$ cat src/rtl/simon_pkg.sv
// simon_pkg: shared colour, playback-state and LFSR definitions for the Simon Says datapath
package simon_pkg;
  typedef enum logic [1:0] {RED, GREEN, BLUE, YELLOW} colour_t;
  typedef enum logic [1:0] {S_IDLE, S_ON, S_OFF, S_DONE} play_state_t;
  localparam logic [15:0] LFSR_TAPS = 16'hB400;
  function automatic logic [3:0] onehot(input colour_t c);
    return 4'b0001 << c;
  endfunction
endpackage

$ cat src/rtl/lfsr16.sv
// lfsr16: 16-bit Fibonacci LFSR (taps 16,14,13,11) used as the colour source
module lfsr16 import simon_pkg::*; #(
  parameter logic [15:0] SEED = 16'hACE1
) (
  input  logic        clk,
  input  logic        reset,
  input  logic        en,
  output logic [15:0] q
);
  logic [15:0] q_d, q_q;
  // shift left and feed the tap parity into bit 0
  always_comb q_d = en ? {q_q[14:0], ^(q_q & LFSR_TAPS)} : q_q;
  // state register, restarts from the seed
  always_ff @(posedge clk or negedge reset)
    if (!reset) q_q <= SEED;
    else q_q <= q_d;
  assign q = q_q;
endmodule

$ cat src/rtl/sequence_engine.sv
// sequence_engine: stores the Simon colour sequence, plays it back with timed pulses and checks entries
module sequence_engine import simon_pkg::*; #(
  parameter int          MAX_ROUNDS = 32,
  parameter int          BASE_TICKS = 50_000_000,
  parameter logic [15:0] SEED       = 16'hACE1
) (
  input  logic       clk,
  input  logic       reset,
  input  logic       add_clr,
  input  logic [5:0] current_round,
  input  logic       speed_up,
  input  logic       play_start,
  output logic       pulse,
  output logic       play_done,
  output logic [3:0] led,
  input  logic       check,
  input  logic [3:0] player_input,
  output logic       result,
  output logic       result_valid
);
  localparam int AW = (MAX_ROUNDS > 1) ? $clog2(MAX_ROUNDS) : 1;
  colour_t     mem [MAX_ROUNDS];
  logic [1:0]  rnd;
  logic [13:0] lfsr_unused;
  play_state_t state_d, state_q;
  logic [5:0]  idx_d, idx_q, chk_idx_d, chk_idx_q;
  logic [31:0] cnt_d, cnt_q, base, len;
  logic [1:0]  level_d, level_q;
  logic [3:0]  led_d, led_q;
  logic        pulse_d, pulse_q, play_done_d, play_done_q;
  logic        result_d, result_q, result_valid_d, result_valid_q, match;

  lfsr16 #(.SEED(SEED)) u_lfsr (.clk(clk), .reset(reset), .en(1'b1), .q({lfsr_unused, rnd}));

  assign base = 32'(BASE_TICKS) >> level_q;
  assign len  = base == 32'd0 ? 32'd1 : base;

  // append a random colour; the array is intentionally left uncleared by reset
  always_ff @(posedge clk)
    if (add_clr && 32'(current_round) < MAX_ROUNDS) mem[current_round[AW-1:0]] <= colour_t'(rnd);

  // playback state register
  always_ff @(posedge clk or negedge reset)
    if (!reset) state_q <= S_IDLE;
    else state_q <= state_d;

  // playback next state, play index and phase counter
  always_comb begin
    state_d = state_q;
    idx_d   = idx_q;
    cnt_d   = cnt_q;
    if (play_start) begin
      state_d = current_round == 6'd0 ? S_DONE : S_ON;
      idx_d   = '0;
      cnt_d   = len - 32'd1;
    end else begin
      case (state_q)
        S_ON: begin
          state_d = cnt_q == 32'd0 ? S_OFF : S_ON;
          cnt_d   = cnt_q == 32'd0 ? len - 32'd1 : cnt_q - 32'd1;
        end
        S_OFF: begin
          idx_d   = cnt_q == 32'd0 ? idx_q + 6'd1 : idx_q;
          state_d = cnt_q != 32'd0 ? S_OFF : (idx_q + 6'd1 >= current_round) ? S_DONE : S_ON;
          cnt_d   = cnt_q == 32'd0 ? len - 32'd1 : cnt_q - 32'd1;
        end
        S_DONE:  state_d = S_IDLE;
        default: state_d = state_q;
      endcase
    end
  end

  // playback outputs derived from the upcoming state so they can be registered
  always_comb begin
    led_d       = state_d == S_ON ? onehot(mem[idx_d[AW-1:0]]) : 4'd0;
    pulse_d     = (state_d == S_ON || state_d == S_OFF) && cnt_d == 32'd0;
    play_done_d = state_d == S_DONE;
  end

  // entry checker and saturating speed level
  always_comb begin
    match          = player_input == onehot(mem[chk_idx_q[AW-1:0]]);
    result_valid_d = check;
    result_d       = check && match;
    chk_idx_d      = play_start ? 6'd0 : (check && match) ? chk_idx_q + 6'd1 : chk_idx_q;
    level_d        = speed_up && level_q != 2'd3 ? level_q + 2'd1 : level_q;
  end

  // datapath and output registers
  always_ff @(posedge clk or negedge reset)
    if (!reset) begin
      idx_q          <= '0;
      cnt_q          <= '0;
      chk_idx_q      <= '0;
      level_q        <= '0;
      led_q          <= '0;
      pulse_q        <= 1'b0;
      play_done_q    <= 1'b0;
      result_q       <= 1'b0;
      result_valid_q <= 1'b0;
    end else begin
      idx_q          <= idx_d;
      cnt_q          <= cnt_d;
      chk_idx_q      <= chk_idx_d;
      level_q        <= level_d;
      led_q          <= led_d;
      pulse_q        <= pulse_d;
      play_done_q    <= play_done_d;
      result_q       <= result_d;
      result_valid_q <= result_valid_d;
    end

  assign led          = led_q;
  assign pulse        = pulse_q;
  assign play_done    = play_done_q;
  assign result       = result_q;
  assign result_valid = result_valid_q;
endmodule
$ cat config.mk
export PLATFORM = sky130hd
export DESIGN_NAME = sequence_engine
export DESIGN_NICKNAME = d
export VERILOG_FILES = /design/src/rtl/simon_pkg.sv /design/src/rtl/lfsr16.sv /design/src/rtl/sequence_engine.sv
export SDC_FILE = /design/constraint.sdc
export NUM_CORES = 1
export LEC_CHECK = 0
export ABC_AREA = 1
export ABC_CLOCK_PERIOD_IN_PS = 4250
export BUFFER_PORTS_ARGS = -buffer_cell sky130_fd_sc_hd__buf_4
export CORE_MARGIN = 10
export CORE_UTILIZATION = 40
export CTS_CLUSTER_DIAMETER = 30
export CTS_CLUSTER_SIZE = 8
export DETAILED_ROUTE_END_ITERATION = 10
export GPL_ROUTABILITY_DRIVEN = 0
export PLACE_DENSITY = 0.52
export SLEW_MARGIN = 20
export SYNTH_ARGS = -nofsm -noshare
export SYNTH_HDL_FRONTEND = slang
export SYNTH_SLANG_ARGS = --single-unit
$ cat constraint.sdc
create_clock -name clk -period 4.25 [get_ports clk]
set_clock_uncertainty 0.05 [all_clocks]
set_input_delay 0.6375 -clock clk [delete_from_list [all_inputs] [get_ports clk]]
set_output_delay 0.6375 -clock clk [all_outputs]
set_load 0.005 [all_outputs]
After elaboration in Yosys (flattened, before gate mapping) --
Memories as Yosys holds them, arrays and structs flattened. Index checks and enable logic that the tools add are counted.
Operators by class: add/sub/neg operators 5, order comparisons 2, equal/unequal tests 8, shift operators 3, multiplexer cells 18, reductions and logical operators 16
Operators by type and width (count):
- 2-to-1 mux 32 bit | 4
- logical NOT 32 bit | 3
- subtractor 32 x 1 -> 32 bit, second input constant | 2
- nonzero test 32 bit | 1
- right shift 26 x 2 -> 32 bit, first input constant | 1
- 2-to-1 mux 6 bit | 5
- XOR reduction 16 bit | 1
- adder 6 x 1 -> 6 bit, second input constant | 2
- 2-to-1 mux 2 bit | 5
- == test 2 bit, second input constant | 4
- << shifter 1 x 2 -> 4 bit, first input constant | 2
- >= comparator 6 bit | 1
- logical NOT 6 bit | 1
- < comparator 6 bit, second input constant | 1
- one-hot mux 2 bit (3 select lines) | 1
- nonzero test 2 bit | 3
- == test 2 x 1 -> 1 bit, second input constant | 2
- == test 4 bit | 1
- logical AND 1 bit | 4
- 2-to-1 mux 4 bit | 1
- adder 2 x 1 -> 2 bit, second input constant | 1
- 2-to-1 mux 1 bit | 2
- != test 2 bit, second input constant | 1
- AND reduction 2 bit | 1
- 2 further kinds | 2
Word-level totals: register bits 72, bits in writable memories 64, input port bits 16, output and inout bits 8, word-level logic and storage cells 65, memories kept 1
Memory list:
- mem | words 32, bits a word 2, rd ports 2, clocked after Yosys merged registers in 0, wr ports 1, RTL line sequence_engine.sv:22 | colour_t mem [MAX_ROUNDS];

Logic depth before layout (Yosys ltp) --
Gate-level depths: netlist of the first run.
word-level depth 9, gate-level depth with buffers 21, mapped depth without buffers 21

By module --
A second synthesis of the first run with hierarchy kept.
Second synthesis, totals: cells, all modules 1019, area, all modules 8084.0 µm²
By module, submodules not included:
- sequence_engine | times used 1, cells an instance 943, area an instance 7374.6 µm², sequential area each 3298.2 µm²
- lfsr16 | times used 1, cells an instance 76, area an instance 709.4 µm², sequential area each 410.4 µm²

Worst setup path after synthesis of the first run --
No wires, ideal clock.
path type flip-flop to flip-flop, start point reg idx_q[0], end point reg pulse_q (netlist: pulse), library setup time 0.071 ns, arrival time 2.827 ns, required time 4.129 ns, slack 1.301 ns, cell stages (with the launch flop) 21, path buffers 0, period minus slack after synthesis 2.949 ns, cell sequence dfrtp_1 -> ha_1 -> ha_1 -> o21a_1 -> o21a_1 -> o21ai_0 -> a21boi_0 -> o21a_1 -> nor3_1 -> o21ai_0 -> nand2_1 -> nand2_1 -> inv_1 -> ha_1 -> nor2_1 -> nand4_1 -> nor2_1 -> nand4_1 -> nor3_1 -> nand2_1 -> nor2_1
Between the ends: word-level cells in the longest chain between the ends 9, elaborated cells between the ends (all ways) 10, classes of those cells add/sub (1); order compare (1); eq/ne (2); mux (4); reduce/logical (2)
Ends and longest elaborated chain:
- from (decl) | RTL line sequence_engine.sv:26 | logic [5:0] idx_d, idx_q, chk_idx_d, chk_idx_q;
- from (signal assigned) | RTL line sequence_engine.sv:102 | idx_q <= idx_d;
- adder 6 x 1 -> 6 bit * | RTL line sequence_engine.sv:64 | state_d = cnt_q != 32'd0 ? S_OFF : (idx_q + 6'd1 >= current_round) ? S_DONE : S_ON;
- >= comparator 6 bit * | RTL line sequence_engine.sv:64
- 2-to-1 mux 2 bit * (2 in a row) | RTL line sequence_engine.sv:64
- one-hot mux 2 bit (3 select lines) * | RTL line sequence_engine.sv:57 | case (state_q)
- 2-to-1 mux 2 bit * | RTL line sequence_engine.sv:52 | if (play_start) begin
- named net state_d[1] | RTL line sequence_engine.sv:25 | play_state_t state_d, state_q;
- == test 2 x 1 -> 1 bit / == test 2 bit (equally long branches) | RTL line sequence_engine.sv:76 | pulse_d = (state_d == S_ON || state_d == S_OFF) && cnt_d == 32'd0;
- logical OR 1 bit * | RTL line sequence_engine.sv:76
- logical AND 1 bit * | RTL line sequence_engine.sv:76
- named net pulse_d | RTL line sequence_engine.sv:30 | logic pulse_d, pulse_q, play_done_d, play_done_q;
- to (signal assigned) | RTL line sequence_engine.sv:107 | pulse_q <= pulse_d;
- to (decl) | RTL line sequence_engine.sv:30
Mark *: on every way through the listed nets, which the timed path passes. The rest lies on a longest branch. A chain may end at the register's enable or synchronous reset.

Worst setup path after layout of the first run --
Same ends and word-level chain as after synthesis.

==> flow_summary_export.csv, run 1 <==
group,metric,value,unit
cts,clkTransAtPathRegs,60,ps
detailed_routing,met2_wirelength,10.7,mm
detailed_routing,ant_nets,0,
cts,htree_num_levels,4,
cts,cts.hold.buffers_added,0,
detailed_routing,met3_length,1.01,mm
sta,fin_setup_tns,0,ps
power,p_total,3580,uW
floorplanning,rows,51,
synth,yosys.area.top_type,"edfxtp_1",
layout,final_nets,1023,
synth,yosysWarnings,0,
sta,relSlewSlack,38.1,%
sta,clock.fmax,304,MHz
power,p_comb_share,15.7,%
cts,clk_latency,430,ps
floorplanning,die_h,160,um
detailed_routing,drt_iter0_drc,453,
detailed_routing,drt-met1-wl,9.44,mm
global_route,grt.overflow.total,0,
power,p_per_area,404,mW/mm^2
cts,cts_made_buffers,17,
detailed_routing,drc,0,
global_route,grt_max_degree,72,
detailed_routing,vias,6455,
synth,yosysSeqAreaShare,47.2,%
cts,postCtsSetupBuffers,0,
cts,cts-root-buf,"clkbuf_16",
power,seqPwrFrac,41.1,%
setup_path,required,4560,ps
synth,avgSynthCellArea,8.14,sq um
layout,drive_gt1_share,10.6,%
sta,finalHoldViolations,0,
synth,synth_cells,964,
layout,synthToLayoutAreaGrowth,13.1,%
place,dp.final_hpwl,15.5,mm
detailed_routing,routed_wl,21.6,mm
place,portBuffers,23,
layout,post-route-util,45.8,%
floorplanning,ioPinCount,24,
synth,yosysTopAreaCellShare,24.5,%
detailed_routing,wl_per_cell,17.2,um
setup_path,r2r_slack,960,ps
cts,cts.sinks,135,
synth,syn_nets,1002,
sta,tightest_slew,929,ps
global_route,grt_pass1_vias,6274,
sta,fin_crit,3290,ps
sta,rsz0062_at_grt,"false",
setup_path,cp_max_fo,5,
synth,synth.ff_latch_count,135,
synth,synth_area,0.00785,sq mm
power,p_clk_share,43.1,%
floorplanning,die_w,160,um
synth,ys_types,42,
power,internal_power,2580,uW
floorplanning,die-area,0.0256,sq mm
synth,synthTopCellsByArea,"edfxtp_1, dfrtp_1, nand2_1",
cts,post_cts_resized,0,
detailed_routing,via_per_inst,5.11,
setup_path,startpoint_type,"register",
power,p_sw,1010,uW
cts,cts_tree,"built",
global_route,gr-usage-all-layers,16.9,%
setup_path,crit_path_end_kind,"register",
floorplanning,start_util,40.5,%
setup_path,path_class,"reg2reg",
sta,setup_viol,0,
power,max-vdd-ir-drop,0.257,mV
sta,timing.final.crit_share,77.5,%
sta,slew_violations,0,
global_route,antenna_found_initial,0,
layout,num_antenna_cells,0,
flow_run,maxCapViolations,0,
setup_path,worst-r2r-cell-count,20,
power,swShare,28.1,%
power,power_leakage,0.00405,uW
run_status,status,"finished clean",
floorplanning,core,0.0194,sq mm
detailed_routing,top_layer_used,"met4",
global_route,grt_pass1_wl,34.4,mm
setup_path,crit_arrival,3610,ps
hold_path,min_path_cells,1,
hold_path,hold_class,"in2reg",
cts,clockBufferDepth,2,
detailed_routing,dr.pass1.iters,5,
## power groups by stage
stage / Combinational (uW) / Sequential [uW] / Clock, uW
final: 564 / 1470 / 1540
after global routing: 637 / 1480 / 1630
after CTS: 564 / 1470 / 1570
after detailed placement: 558 / 1500 / 0
after global placement: 561 / 1500 / 0
after floorplan: 391 / 1480 / 0
## path summary, 6_finish.rpt
| check | startpoint | endpoint |
|---|---|---|
| worst min-delay path | check | result_valid |
| worst max register to register | idx_q[0] | pulse |
| worst min register to register | u_lfsr.q[8] | u_lfsr.q[9] |
| max in group asynchronous | reset | cnt_q[29] |
| min in group asynchronous | reset | cnt_q[3] |
| worst max-delay path | idx_q[0] | pulse |
## layer usage
layer  track usage [%]  vias up
met1              21.0     3030
li1                  -     3225
met5                 0        -
met4              6.14        0
met2              28.6      168
met3              3.37       32
## Yosys cell counts, drive strengths merged
master,count
xnor2,4
o21bai,2
nand2,189
inv,148
o211ai,16
nor3,11
or2,3
nor2,118
buf,17
nand3,109
nand3b,5
o2111ai,1
o221ai,2
xor2,23
a31oi,4
nand4,29
a21oi,38
clkinv,1
clkbuf,13
dfstp,8
o22ai,4
dfrtp,63
edfxtp,64
o21a,3
a21boi,2
o21ai,60
ha,22
a22oi,1
and2,1
nor4,3
## sequential cells by signal, summed over array words and instances (netlist names)
| signal | cells |
|---|---|
| pulse | 1 |
| result | 1 |
| led | 4 |
| level_q | 2 |
| cnt_q | 32 |
| play_done | 1 |
| result_valid | 1 |
| u_lfsr.q | 16 |
| idx_q | 6 |
| state_q | 2 |
| chk_idx_q | 5 |
| mem | 64 |
## cells by family after synthesis
family / share of synthesized area (%)
AO/OA/AOI/OAI: 9.83
buffers and inverters: 9.12
XOR/XNOR: 3.01
adder cells (fa/ha/maj): 3.51
AND/OR/NAND/NOR: 27.3
flip-flops: 47.2
## cells in the final DEF (no fill, tap or decap), types with 5 or more instances in the layout
cell type | netlist | final
o211ai_2 | 5 | 5
clkbuf_16 | 0 | 17
nor2_1 | 104 | 104
dfstp_2 | 8 | 8
o21ai_0 | 58 | 58
nand2_1 | 182 | 182
o211ai_1 | 11 | 11
nand3_1 | 106 | 106
nand3b_1 | 5 | 5
edfxtp_1 | 64 | 64
inv_1 | 144 | 144
nand2_2 | 5 | 5
a21oi_1 | 38 | 38
dfrtp_1 | 63 | 63
nor3_1 | 11 | 11
ha_1 | 22 | 22
xor2_1 | 23 | 23
nand4_1 | 29 | 29
buf_4 | 0 | 32
nor2_2 | 9 | 9
## through the flow
stage	std cells	area [sq um]	setup slack, ps	hold WS (ps)
2_1_floorplan	964	7850	1300	281
3_3_place_gp	1231	8270	947	283
3_5_place_dp	1231	8270	950	285
4_1_cts	1262	8880	962	265
5_1_grt	1262	8880	738	266
6_report	1262	8880	956	277
## final cells by class
cell class	instances	area [sq um]
multi-input cells	650	3430
clock inverters	13	181
clock buffers	18	429
well taps	265	332
inverters	149	561
repair buffers	32	240
fillers	1938	10500
flip-flops and latches	135	3710
## critical path, stage by stage, from the launching register on
cell	delay (ps)
dfrtp_1	460
ha_1	370
ha_1	280
o21a_1	100
o21a_1	160
o21ai_0	130
a21boi_0	110
o21a_1	180
nor3_1	120
o21ai_0	90
nand2_1	60
nand2_1	70
inv_1	60
ha_1	230
nor2_1	120
nand4_1	100
nor2_1	130
nand4_1	100
nor3_1	140
nand2_1	70
nor2_1	100
Power figures use the tool's default switching activity.
==> run 2, diff against run 1 <==
--- a/config.mk
+++ b/config.mk
@@ -5,8 +5,8 @@
 export SDC_FILE = /design/constraint.sdc
 export NUM_CORES = 1
 export LEC_CHECK = 0
-export ABC_AREA = 1
-export ABC_CLOCK_PERIOD_IN_PS = 4250
+export ABC_AREA = 0
+export ABC_CLOCK_PERIOD_IN_PS = 2880
 export BUFFER_PORTS_ARGS = -buffer_cell sky130_fd_sc_hd__buf_4
 export CORE_MARGIN = 10
 export CORE_UTILIZATION = 40
@@ -14,7 +14,7 @@
 export CTS_CLUSTER_SIZE = 8
 export DETAILED_ROUTE_END_ITERATION = 10
 export GPL_ROUTABILITY_DRIVEN = 0
-export PLACE_DENSITY = 0.52
+export PLACE_DENSITY = 0.54
 export SLEW_MARGIN = 20
 export SYNTH_ARGS = -nofsm -noshare
 export SYNTH_HDL_FRONTEND = slang
==> constraint.sdc (replaced) <==
create_clock -name clk -period 2.88 [get_ports clk]
set_clock_uncertainty 0.05 [all_clocks]
set_input_delay 0.432 -clock clk [delete_from_list [all_inputs] [get_ports clk]]
set_output_delay 0.432 -clock clk [all_outputs]
set_load 0.005 [all_outputs]
==> flow_summary_export.csv, run 2 <==
group,metric,value,unit
detailed_routing,wl_per_cell,20.0,um
floorplanning,rows,49,
synth,yosysSeqAreaShare,50.3,%
sta,relSlewSlack,39.9,%
flow_run,maxCapViolations,0,
run_status,status,"finished, violations left",
setup_path,cp_slowest_stage_delay,480,ps
synth,syn_nets,712,
layout,num_antenna_cells,0,
synth,ys_top_cells_by_count,"nor2_1, edfxtp_1, dfrtp_1",
layout,post-route-cell-area,0.0101,sq mm
power,max-vdd-ir-drop,0.417,mV
place,dp.final_hpwl,15.6,mm
layout,drive_gt1_share,38.8,%
cts,htree_num_levels,4,
cts,cts_tree,"built",
cts,cts.sinks,135,
floorplanning,core,0.0180,sq mm
synth,yosysTopAreaCellShare,26.1,%
global_route,grt_max_degree,72,
cts,cts_made_buffers,17,
detailed_routing,ant_nets,0,
setup_path,r2r_slack,-1090,ps
detailed_routing,dr.pass1.iters,7,
setup_path,cp_common_cell,"a21o_1",
setup_path,r2r-start,"idx_q[0]",
layout,multi_input_area,0.00384,sq mm
setup_path,slowest_stage,"or4_1",
synth,post-synth-top-count-cell,"nor2_1",
sta,fin_crit,3970,ps
power,p_per_area,533,mW/mm^2
global_route,grt_pass1_wl,34.1,mm
synth,yosysWarnings,0,
sta,timing.final.crit_share,138,%
detailed_routing,vias,6322,
setup_path,worst-r2r-cell-count,16,
setup_path,crit_path_end_kind,"register",
floorplanning,start_util,40.9,%
floorplanning,die_h,156,um
layout,final_cell_mix,"buf_4, nor2_1, edfxtp_1, dfrtp_1, nand2_1",
cts,clockBufferDepth,2,
synth,synth_edf_count,64,
layout,final_common_cell,"buf_4",
synth,synth_area,0.00738,sq mm
cts,cts-root-buf,"clkbuf_16",
setup_path,path_class,"reg2reg",
hold_path,hold_class,"in2async",
setup_path,crit_arrival,4270,ps
setup_path,required,3190,ps
synth,avgSynthCellArea,10.9,sq um
layout,synthToLayoutAreaGrowth,36.9,%
synth,synth.ff_latch_count,135,
sta,tightest_slew,902,ps
floorplanning,die_w,156,um
global_route,grt_pass1_vias,6290,
floorplanning,ioPinCount,24,
global_route,antenna_found_initial,0,
global_route,grt.overflow.total,0,
sta,clock.fmax,252,MHz
layout,fill_cells,1543,
place,portBuffers,23,
sta,finalHoldViolations,0,
global_route,gr-usage-all-layers,17.9,%
synth,synthTopCellsByArea,"edfxtp_1, dfrtp_1, mux4_2",
synth,yosys.area.top_type,"edfxtp_1",
detailed_routing,via_per_inst,5.77,
synth,ys_types,71,
detailed_routing,drc,0,
synth,synth_ff_type,"edfxtp_1",
power,p_total,5380,uW
layout,final_nets,892,
sta,setup_viol,10,
setup_path,path_cells,"ha_4 > xor2_1 > ha_1 > a21o_1 > a21o_1 > a21o_1 > a211o_1 > a221oi_2 > a21o_1 > o22a_1 > ha_1 > nand4b_1 > or4_1 > nor4_1 > and4b_1 > and4_1",
power,power_leakage,0.00412,uW
sta,rsz0062_at_grt,"true",
detailed_routing,drt_iter0_drc,423,
place,place_area,0.00895,sq mm
cts,clk_latency,420,ps
floorplanning,die-area,0.0243,sq mm
cts,cts.hold.buffers_added,0,
setup_path,r2r_end,"pulse",
sta,setup_ws,-1090,ps
synth,async_flop_share,52.6,%
synth,synth_cells,674,
cts,clkTransAtPathRegs,60,ps
detailed_routing,routed_wl,22.0,mm
setup_path,startpoint_type,"register",
setup_path,cp_max_fo,2,
sta,slew_violations,0,
layout,largest_reg_flops,64,
run_status,violations,"setup timing",
layout,seqCellArea,0.00371,sq mm
[run 2: area by class of cell]
cell class              count  share of cell area, %
clock buffers              18                   4.25
well taps                 229                   2.84
repair buffers            196                   16.0
inverters                  24                  0.966
flip-flops and latches    135                   36.7
multi-input cells         480                   38.0
clock inverters            14                   1.24
[run 2: metrics by stage]
stage | setup TNS, ps | worst slack, ps | hold WS, ps | cells | utilization [%]
2_1_floorplan | -2740 | -1090 | 86.4 | 674 | -
3_3_place_gp | -3690 | -994 | 286 | 1047 | 49.7
3_5_place_dp | -4320 | -1040 | 285 | 1047 | 49.7
4_1_cts | -3210 | -1090 | 73.4 | 1088 | 54.5
5_1_grt | -4570 | -1240 | 72.3 | 1096 | 56.0
6_report | -3330 | -1090 | 67.6 | 1096 | 56.0
[run 2: power by group]
part | internal, uW | switching, uW | leakage [uW] | total [uW]
clock network | 1190 | 862 | 0.000259 | 2050
logic | 531 | 559 | 0.00226 | 1090
registers | 2140 | 97.4 | 0.00161 | 2240
total | 3860 | 1520 | 0.00412 | 5380
[run 2: how the worst max path moves through the flow]
stage / start / to / cells past startpoint
final: idx_q[0] / pulse / 16
after detailed placement: idx_q[0] / pulse / 16
after CTS: idx_q[0] / pulse / 16
after floorplan: cnt_q[10] / pulse / 14
after global routing: idx_q[0] / pulse / 16
after global placement: current_round[0] / pulse / 17
[run 2: critical path: cells and delay by family, from the launching register on]
kind                     cells  cell delay [ps]
adder cells (fa/ha/maj)      3              700
AO/OA/AOI/OAI                7             1320
AND/OR/NAND/NOR              5             1280
flip-flops                   1              410
XOR/XNOR                     1              140
[run 2: metal layers]
metal  routed length (um)  GRT usage (%)  vias up
met3                 1070           3.83       59
li1                     -              -     2912
met5                    0              0        -
met1                 9070           21.4     3099
met4                  919           8.65        0
met2                10900           29.9      252
[run 2: cells by family after synthesis]
kind of cell | after synthesis | share of synthesized area, %
compound gates | 139 | 13.2
xor+xnor | 27 | 3.21
fa+ha+maj | 22 | 3.73
buf+inv | 59 | 3.17
flops | 135 | 50.3
mux | 41 | 9.06
simple gates | 251 | 17.4
[run 2: what timing repair did]
item | CTS | global route
gates cloned | 1 | 1
setup endpoints to repair | 15 | 20
buffers inserted | 8 | 9
pin swaps | 17 | 35
resized for setup | 47 | 51
==> run 3, diff against run 2 <==
--- a/config.mk
+++ b/config.mk
@@ -7,14 +7,15 @@
 export LEC_CHECK = 0
 export ABC_AREA = 0
 export ABC_CLOCK_PERIOD_IN_PS = 2880
-export BUFFER_PORTS_ARGS = -buffer_cell sky130_fd_sc_hd__buf_4
+export BUFFER_PORTS_ARGS = -buffer_cell sky130_fd_sc_hd__buf_2
 export CORE_MARGIN = 10
 export CORE_UTILIZATION = 40
 export CTS_CLUSTER_DIAMETER = 30
 export CTS_CLUSTER_SIZE = 8
 export DETAILED_ROUTE_END_ITERATION = 10
 export GPL_ROUTABILITY_DRIVEN = 0
-export PLACE_DENSITY = 0.54
+export GPL_TIMING_DRIVEN = 0
+export PLACE_DENSITY_LB_ADDON = 0.2
 export SLEW_MARGIN = 20
 export SYNTH_ARGS = -nofsm -noshare
 export SYNTH_HDL_FRONTEND = slang
==> flow_summary_export.csv, run 3 (synthesis results as in run 2) <==
group,metric,value,unit
power,power_leakage,0.00354,uW
detailed_routing,via_per_inst,6.09,
cts,clk_latency,420,ps
global_route,grt_pass1_vias,6085,
floorplanning,die_h,156,um
power,p_per_area,584,mW/mm^2
setup_path,crit_path_end_kind,"register",
power,p_comb_share,13.4,%
cts,cts.sinks,135,
detailed_routing,drt_iter0_drc,562,
setup_path,cp.buffers_inverters,3,
sta,rsz0062_at_grt,"true",
setup_path,required,3190,ps
sta,fin_setup_tns,-6770,ps
layout,largest_reg_flops,64,
floorplanning,core,0.0180,sq mm
cts,cts_made_buffers,17,
setup_path,crit_arrival,4540,ps
layout,synthToLayoutAreaGrowth,22.9,%
sta,slew_violations,0,
layout,num_antenna_cells,0,
power,p_clk_share,42.7,%
setup_path,path_delay_family,"simple AND/OR/NAND/NOR gates",
global_route,gr-usage-all-layers,17.4,%
setup_path,cp_max_fo,10,
place,dp.final_hpwl,14.9,mm
power,seqPwrFrac,43.9,%
floorplanning,ioPinCount,24,
setup_path,startpoint_type,"register",
power,p_sw,1430,uW
setup_path,slowest_stage,"or4_4",
power,internal_power,3860,uW
cts,htree_num_levels,4,
sta,finalHoldViolations,0,
cts,cts_tree,"built",
sta,tightest_slew,993,ps
cts,cts-root-buf,"clkbuf_16",
global_route,antenna_found_initial,0,
sta,setup_ws,-1350,ps
detailed_routing,dr.pass1.iters,5,
sta,relSlewSlack,33.8,%
detailed_routing,routed_wl,21.1,mm
sta,setup_viol,13,
place,portBuffers,23,
run_status,violations,"setup timing",
place,dpl_worst_slack,-2140,ps
layout,drive_gt1_share,25.0,%
global_route,grt_pass1_wl,33.2,mm
layout,post-route-util,50.3,%
power,swShare,27.1,%
floorplanning,die_w,156,um
sta,fin_crit,4230,ps
flow_run,maxCapViolations,0,
place,place_area,0.00790,sq mm
setup_path,cp_slowest_stage_delay,560,ps
floorplanning,start_util,40.9,%
layout,final_nets,785,
detailed_routing,vias,6013,
layout,post-route-cell-area,0.00906,sq mm
detailed_routing,wl_per_cell,21.3,um
power,max-vdd-ir-drop,0.444,mV
run_status,status,"finished, violations left",
sta,clock.fmax,237,MHz
floorplanning,rows,49,
layout,final_cell_mix,"nor2_1, edfxtp_1, dfrtp_1, nand2_1, buf_4",
global_route,grt_max_degree,43,
hold_path,hold_class,"in2reg",
detailed_routing,ant_nets,0,
detailed_routing,drc,0,
cts,clockBufferDepth,2,
setup_path,path_cells,"or4_4 > nand4b_1 > buf_4 > nor3_4 > clkbuf_8 > buf_4 > a221oi_2 > a21o_1 > o22a_1 > ha_1 > nand4b_1 > or4_4 > nor4_4 > and4b_1 > and4_1",
sta,timing.final.crit_share,147,%
layout,final_common_cell,"nor2_1",
cts,clkTransAtPathRegs,60,ps
setup_path,path_class,"reg2reg",
floorplanning,die-area,0.0243,sq mm
global_route,grt.overflow.total,0,
-- run 3: timing repair --
action | in CTS | in global routing
setup endpoints to repair | 49 | 33
setup buffers | 15 | 17
gates cloned | 1 | 0
hold buffers | 1 | 0
endpoints found under the hold margin | 29 | 0
pin swaps | 9 | 10
resized for setup | 34 | 42
-- run 3: worst paths after layout --
kind | to | startpoint | cells past startpoint | slack [ps]
max | pulse | cnt_q[10] | 15 | -1350
min | result_valid | check | 1 | 80
max reg2reg | pulse | cnt_q[10] | 15 | -1350
min reg2reg | u_lfsr.q[3] | u_lfsr.q[2] | 0 | 300
max in group asynchronous | u_lfsr.q[7] | reset | 3 | 1710
min in group asynchronous | cnt_q[7] | reset | 2 | 450
-- run 3: power by group through the flow --
stage	Combinational [uW]	Clock (uW)	Sequential, uW
after detailed placement	646	0	2330
final	712	2260	2320
after floorplan	442	0	2290
after global placement	633	0	2330
after CTS	680	2290	2310
after global routing	775	2390	2340
-- run 3: through the flow --
step	hold slack [ps]	std cells	power [uW]
after global placement	282	926	2970
after floorplan	86.4	674	2730
after detailed placement	286	927	2980
final	84.0	988	5300
after CTS	74.5	972	5280
after global routing	87.5	988	5500
-- run 3: metal layers --
layer  global-route usage, %  part of all wire, %  up-vias
met5                       0                    0        -
met4                    8.82                  4.0        0
met3                    3.64                  5.9       79
met2                    29.0                   49      298
met1                    20.9                   41     2942
li1                        -                    -     2694
-- run 3: cell type report --
type                            instances  area [sq um]
Buffer                                 31           229
Clock buffer                           18           429
Clock inverter                         13           181
Fill cell                            1618          8960
Inverter                               24          90.1
Multi-Input combinational cell        480          3690
Sequential cell                       135          3710
Tap cell                              229           287
Timing Repair Buffer                   58           450
